--- src/rtl/reg_bus_arbiter.sv ---
// Register-bus structs shared by the arbiter and the initiators/targets around it.
// Request carries address, direction, write data/strobes and valid.
// Response carries read data, error flag and ready.
package reg_bus_arbiter_pkg;

  typedef struct packed {
    logic [31:0] addr;
    logic        write;
    logic [31:0] wdata;
    logic [3:0]  wstrb;
    logic        valid;
  } reg_req_t;

  typedef struct packed {
    logic [31:0] rdata;
    logic        error;
    logic        ready;
  } reg_rsp_t;

endpackage

// Round-robin arbiter sharing one register-bus target among NUM_REQ initiators.
// Latency: zero added cycles; requests and responses pass combinationally.
// Backpressure: grant is held until the target asserts ready or the watchdog aborts.
module reg_bus_arbiter #(
  parameter int unsigned NUM_REQ = 2,
  parameter int unsigned TIMEOUT = 0,
  parameter type reg_req_t = reg_bus_arbiter_pkg::reg_req_t,
  parameter type reg_rsp_t = reg_bus_arbiter_pkg::reg_rsp_t
) (
  input  logic     clk_i,
  input  logic     rst_ni,
  input  reg_req_t reg_req_i [NUM_REQ],
  output reg_rsp_t reg_rsp_o [NUM_REQ],
  output reg_req_t reg_req_o,
  input  reg_rsp_t reg_rsp_i,
  output logic     timeout_o
);

  localparam int unsigned IdxW = (NUM_REQ > 1) ? $clog2(NUM_REQ) : 1;
  localparam int unsigned CntW = (TIMEOUT > 0) ? $clog2(TIMEOUT + 1) : 1;

  typedef enum logic {
    IDLE,
    BUSY
  } state_e;

  state_e          state_q, state_d;
  logic [IdxW-1:0] gnt_q, gnt_d;
  logic [IdxW-1:0] ptr_q, ptr_d;
  logic [CntW-1:0] cnt_q, cnt_d;

  logic            win_vld;
  logic [IdxW-1:0] win_idx;
  logic            rsp_en;
  logic [IdxW-1:0] rsp_idx;
  reg_rsp_t        rsp_sel;
  logic            to_hit;

  // Wrap-around increment of a port index.
  function automatic logic [IdxW-1:0] next_idx(input logic [IdxW-1:0] i);
    return (i == IdxW'(NUM_REQ - 1)) ? '0 : i + IdxW'(1);
  endfunction

  // Watchdog fires only when enabled and the stall count reaches the limit.
  assign to_hit = (TIMEOUT != 0) && (cnt_q == CntW'(TIMEOUT));

  // First valid requester searching upward from the round-robin pointer;
  // scanning downward lets the closest-to-pointer match win the last write.
  always_comb begin
    win_vld = 1'b0;
    win_idx = '0;
    for (int k = NUM_REQ - 1; k >= 0; k--) begin
      logic [IdxW-1:0] idx;
      idx = IdxW'((int'(ptr_q) + k) % int'(NUM_REQ));
      if (reg_req_i[idx].valid) begin
        win_vld = 1'b1;
        win_idx = idx;
      end
    end
  end

  // Next-state, request forwarding and response selection.
  always_comb begin
    state_d   = state_q;
    gnt_d     = gnt_q;
    ptr_d     = ptr_q;
    cnt_d     = cnt_q;
    reg_req_o = '0;
    rsp_en    = 1'b0;
    rsp_idx   = '0;
    rsp_sel   = '0;
    timeout_o = 1'b0;
    case (state_q)
      IDLE: begin
        if (win_vld) begin
          reg_req_o = reg_req_i[win_idx];
          rsp_en    = 1'b1;
          rsp_idx   = win_idx;
          rsp_sel   = reg_rsp_i;
          if (reg_rsp_i.ready) begin
            ptr_d = next_idx(win_idx);
          end else begin
            gnt_d   = win_idx;
            cnt_d   = CntW'(1);
            state_d = BUSY;
          end
        end
      end
      BUSY: begin
        reg_req_o = reg_req_i[gnt_q];
        if (!reg_req_i[gnt_q].valid) begin
          // Initiator withdrew its request: release the bus silently.
          state_d = IDLE;
          cnt_d   = '0;
        end else if (to_hit) begin
          // Abort: hide the request from the target and answer with an error.
          reg_req_o.valid = 1'b0;
          rsp_en          = 1'b1;
          rsp_idx         = gnt_q;
          rsp_sel.error   = 1'b1;
          rsp_sel.ready   = 1'b1;
          timeout_o       = 1'b1;
          ptr_d           = next_idx(gnt_q);
          cnt_d           = '0;
          state_d         = IDLE;
        end else begin
          rsp_en  = 1'b1;
          rsp_idx = gnt_q;
          rsp_sel = reg_rsp_i;
          if (reg_rsp_i.ready) begin
            ptr_d   = next_idx(gnt_q);
            cnt_d   = '0;
            state_d = IDLE;
          end else if (TIMEOUT != 0) begin
            cnt_d = cnt_q + CntW'(1);
          end
        end
      end
      default: state_d = IDLE;
    endcase
  end

  // Fan the selected response out to its owner; every other port sees zero.
  always_comb begin
    for (int p = 0; p < int'(NUM_REQ); p++) begin
      reg_rsp_o[p] = (rsp_en && (rsp_idx == IdxW'(p))) ? rsp_sel : '0;
    end
  end

  // State, grant, pointer and watchdog registers.
  always_ff @(posedge clk_i or negedge rst_ni) begin
    if (!rst_ni) begin
      state_q <= IDLE;
      gnt_q   <= '0;
      ptr_q   <= '0;
      cnt_q   <= '0;
    end else begin
      state_q <= state_d;
      gnt_q   <= gnt_d;
      ptr_q   <= ptr_d;
      cnt_q   <= cnt_d;
    end
  end

endmodule
--- config.mk ---
export PLATFORM = sky130hd
export DESIGN_NAME = reg_bus_arbiter
export DESIGN_NICKNAME = d
export VERILOG_FILES = /design/src/rtl/reg_bus_arbiter.sv
export SDC_FILE = /design/constraint.sdc
export NUM_CORES = 1
export LEC_CHECK = 0
export BUFFER_PORTS_ARGS = -buffer_cell sky130_fd_sc_hd__buf_2
export CORE_AREA = 10 10 115 117
export DETAILED_ROUTE_END_ITERATION = 7
export DIE_AREA = 0 0 125 127
export SKIP_LAST_GASP = 1
export SLEW_MARGIN = 25
export SYNTH_ARGS = -nofsm -noshare
export SYNTH_HDL_FRONTEND = slang
export SYNTH_SLANG_ARGS = --single-unit
--- constraint.sdc ---
create_clock -name clk_i -period 1.52 [get_ports clk_i]
set_input_delay 0.228 -clock clk_i [delete_from_list [all_inputs] [get_ports clk_i]]
set_output_delay 0.228 -clock clk_i [all_outputs]
set_load 0.005 [all_outputs]
==> results.toml <==
[outcome]
outcome = "complete, but fails checks"
violations = "setup timing"

[critical_path]
critPathKind = "flop to output port"
worstRegToRegCells = 4
crit_arrival_ns = 1.66
reg2reg_slack_ns = 0.32
reg2reg_from = "gnt_q$_DFFE_PN0P_"
worst_setup_path_start_kind = "flop"
cp_data_required_time_ns = 1.29
cp-startpoint = "ptr_q$_DFFE_PN0P_"
crit_chain = "nand2b_4 > a22o_4 > buf_12 > a22o_1 > buf_2"
crit_slowest_cell = "dfrtp_1"
cp_slowest_stage_delay_ns = 0.40
end_kind = "output port"
crit_fanout = 22

[placement]
dp.cells = 627
dpl_cell_area_sq_um = 3150
port_buffers = 313
dpl.hpwl_mm = 11.0
place_congestion = 0.827

[cells_and_area]
seqCellArea_sq_um = 76.3
fin_area_sq_um = 3920
n_antenna_cell = 0
nNetsFinal = 682
final_common_cell = "buf_2"
synthToLayoutAreaGrowth_pct = 194
multiInputGateArea_sq_um = 1300
utilization = 0.352
final_cells = 648
fillers = 1137
drive_gt1_frac = 0.770
mostFrequentLayoutCells = "buf_2 (278), a22o_1 (69), buf_6 (40)"

[clocking]
root_buffer = "clkbuf_16"
clock_path_buffers = 2
cts_buffers = 3
cts_tree = "built"
clock_sinks = 3
clk_pin_slew_ns = 0.03
cts_max_level = 1
clock_latency_ns = 0.23

[worst_hold_path]
min_path_cells = 2
hp-start = "reg_rsp_i[0]"
hold_class = "input pin to flop"

[routing]
drc = 0
wirelength_mm = 13.9
routedWlPerCell_microns = 21.5
via_per_inst = 4.37
drt_first_pass_iters = 6
num_vias = 2829
postRouteAntennaNets = 0
dr.first_iter.drc_count = 90

[power_and_ir_drop]
p_leak_nw = 2.30
vdd.ir_drop.worst_mv = 0.673
total_power_mw = 2.94
p_per_area_nw_per_um2 = 751

[global_route]
grt_pass1_wl_mm = 18.4
antenna_found_initial = 0
grt_max_degree = 27
grt_overflow = 0
grt_use_total = 0.146
grt_pass1_vias = 2967

[sta]
hold_viol = 0
fin_crit_ns = 1.88
rsz0062_at_grt = "yes"
layout_setup_ws_ns = -0.364
period_share = 1.24
slew_viol_final = 0
finalClockSkew_ns = 0.00195
setup_viol = 138
fmaxAchievable_ghz = 0.531
setup_tns_ns = -42.71

[logic_synthesis]
synth_seq_cells = 3
ys_seq_area_frac = 0.0563
syn_avg_cell_area_sq_um = 7.41
yosys_warnings = 0
syn-cell-area_sq_um = 1330
synth-simple-area-share = 0.353
synthXorXnorAreaFrac = 0
syn_inst = 180
synth_top_family_by_area = "compound AO/OA/AOI/OAI gates"
muxShareOfSynthArea = 0
yosysUniqueCellTypes = 20
synth_nets = 356
synth-compound-area-share = 0.508
synthAdderAreaFrac = 0

[die]
rows = 39
die_h_microns = 127
start_util = 0.120
die_area_sq_um = 15900
chipWidth_microns = 125
io_pins = 315
core_area_sq_um = 11100

[run]
cap_violations = 0
critical path, delay by kind of cell, from the launching register on:
family                 cells  cell delay, ns
and+or+nand+nor            1            0.16
DFF                        1            0.40
buffers and inverters      2            0.33
AOI/OAI and AO/OA          2            0.54
power by group:
| part | switching (mW) | leakage [nW] | total [mW] | internal [mW] |
|---|---|---|---|---|
| clock network | 0.0823 | 0.0382 | 0.429 | 0.347 |
| registers | 0.0255 | 0.0342 | 0.123 | 0.0979 |
| logic | 0.997 | 2.23 | 2.39 | 1.39 |
sequential cells by signal, summed over array words and instances, names as in the netlist:
name / flops
gnt_q: 1
ptr_q: 1
state_q: 1
kinds of logic (layout without fill, tap and decap cells):
logic type	Yosys count	count (layout)
buf+inv	22	347
other cells	1	1
simple gates	76	76
flops	3	3
compound gates	78	78
stage by stage:
stage | hold WS [ns] | worst slack, ns
2_1_floorplan | -0.0676 | -0.0202
3_3_place_gp | 0.0276 | -0.119
3_5_place_dp | 0.0365 | -0.141
4_1_cts | 0.233 | -0.359
5_1_grt | 0.261 | -0.391
6_report | 0.249 | -0.364
synth_stat cells:
library cell   n  area [sq um]
a21boi_0       1          7.51
a31oi_1        1          6.26
nor2b_1        2          12.5
a21oi_1        1          5.00
buf_2          8          40.0
o22a_1         1          8.76
buf_4          2          15.0
clkbuf_1      11          41.3
a22o_1        70           613
nand2_1        1          3.75
nor2_1         1          3.75
o211a_1        1          10.0
and2_1        69           432
a21boi_2       1          11.3
nand2b_1       3          18.8
dfrtp_1        3          75.1
buf_6          1          11.3
o21ai_1        1          5.00
a32o_1         1          10.0
conb_1         1          3.75
metal layers:
layer,global-route usage,part of all wire,up-vias
li1,-,-,1322
met5,0,0,-
met3,0.0728,0.13,5
met4,0.0183,0.0037,0
met2,0.274,0.53,206
met1,0.145,0.34,1296
final timing paths:
check,to
max,reg_req_o[62]
max in group asynchronous,state_q$_DFF_PN0_
min in group asynchronous,state_q$_DFF_PN0_
min reg2reg,gnt_q$_DFFE_PN0P_
max reg2reg,state_q$_DFF_PN0_
min,state_q$_DFF_PN0_
area by class of cell:
type,instances,share of cell area
Clock buffer,4,0.0201
Multi-Input combinational cell,155,0.332
Sequential cell,3,0.0195
Tap cell,143,0.0457
Timing Repair Buffer,343,0.583
timing repair:
| action | in CTS | in global routing |
|---|---|---|
| buffers inserted | 5 | 5 |
| endpoints found under the hold margin | 3 | 0 |
| resized for setup | 13 | 75 |
| endpoints found under the setup margin | 138 | 138 |
| cloned | 4 | 6 |
| hold buffers | 1 | 0 |
| pin swaps | 5 | 39 |
No activity file was read; power rests on OpenSTA's default activity.
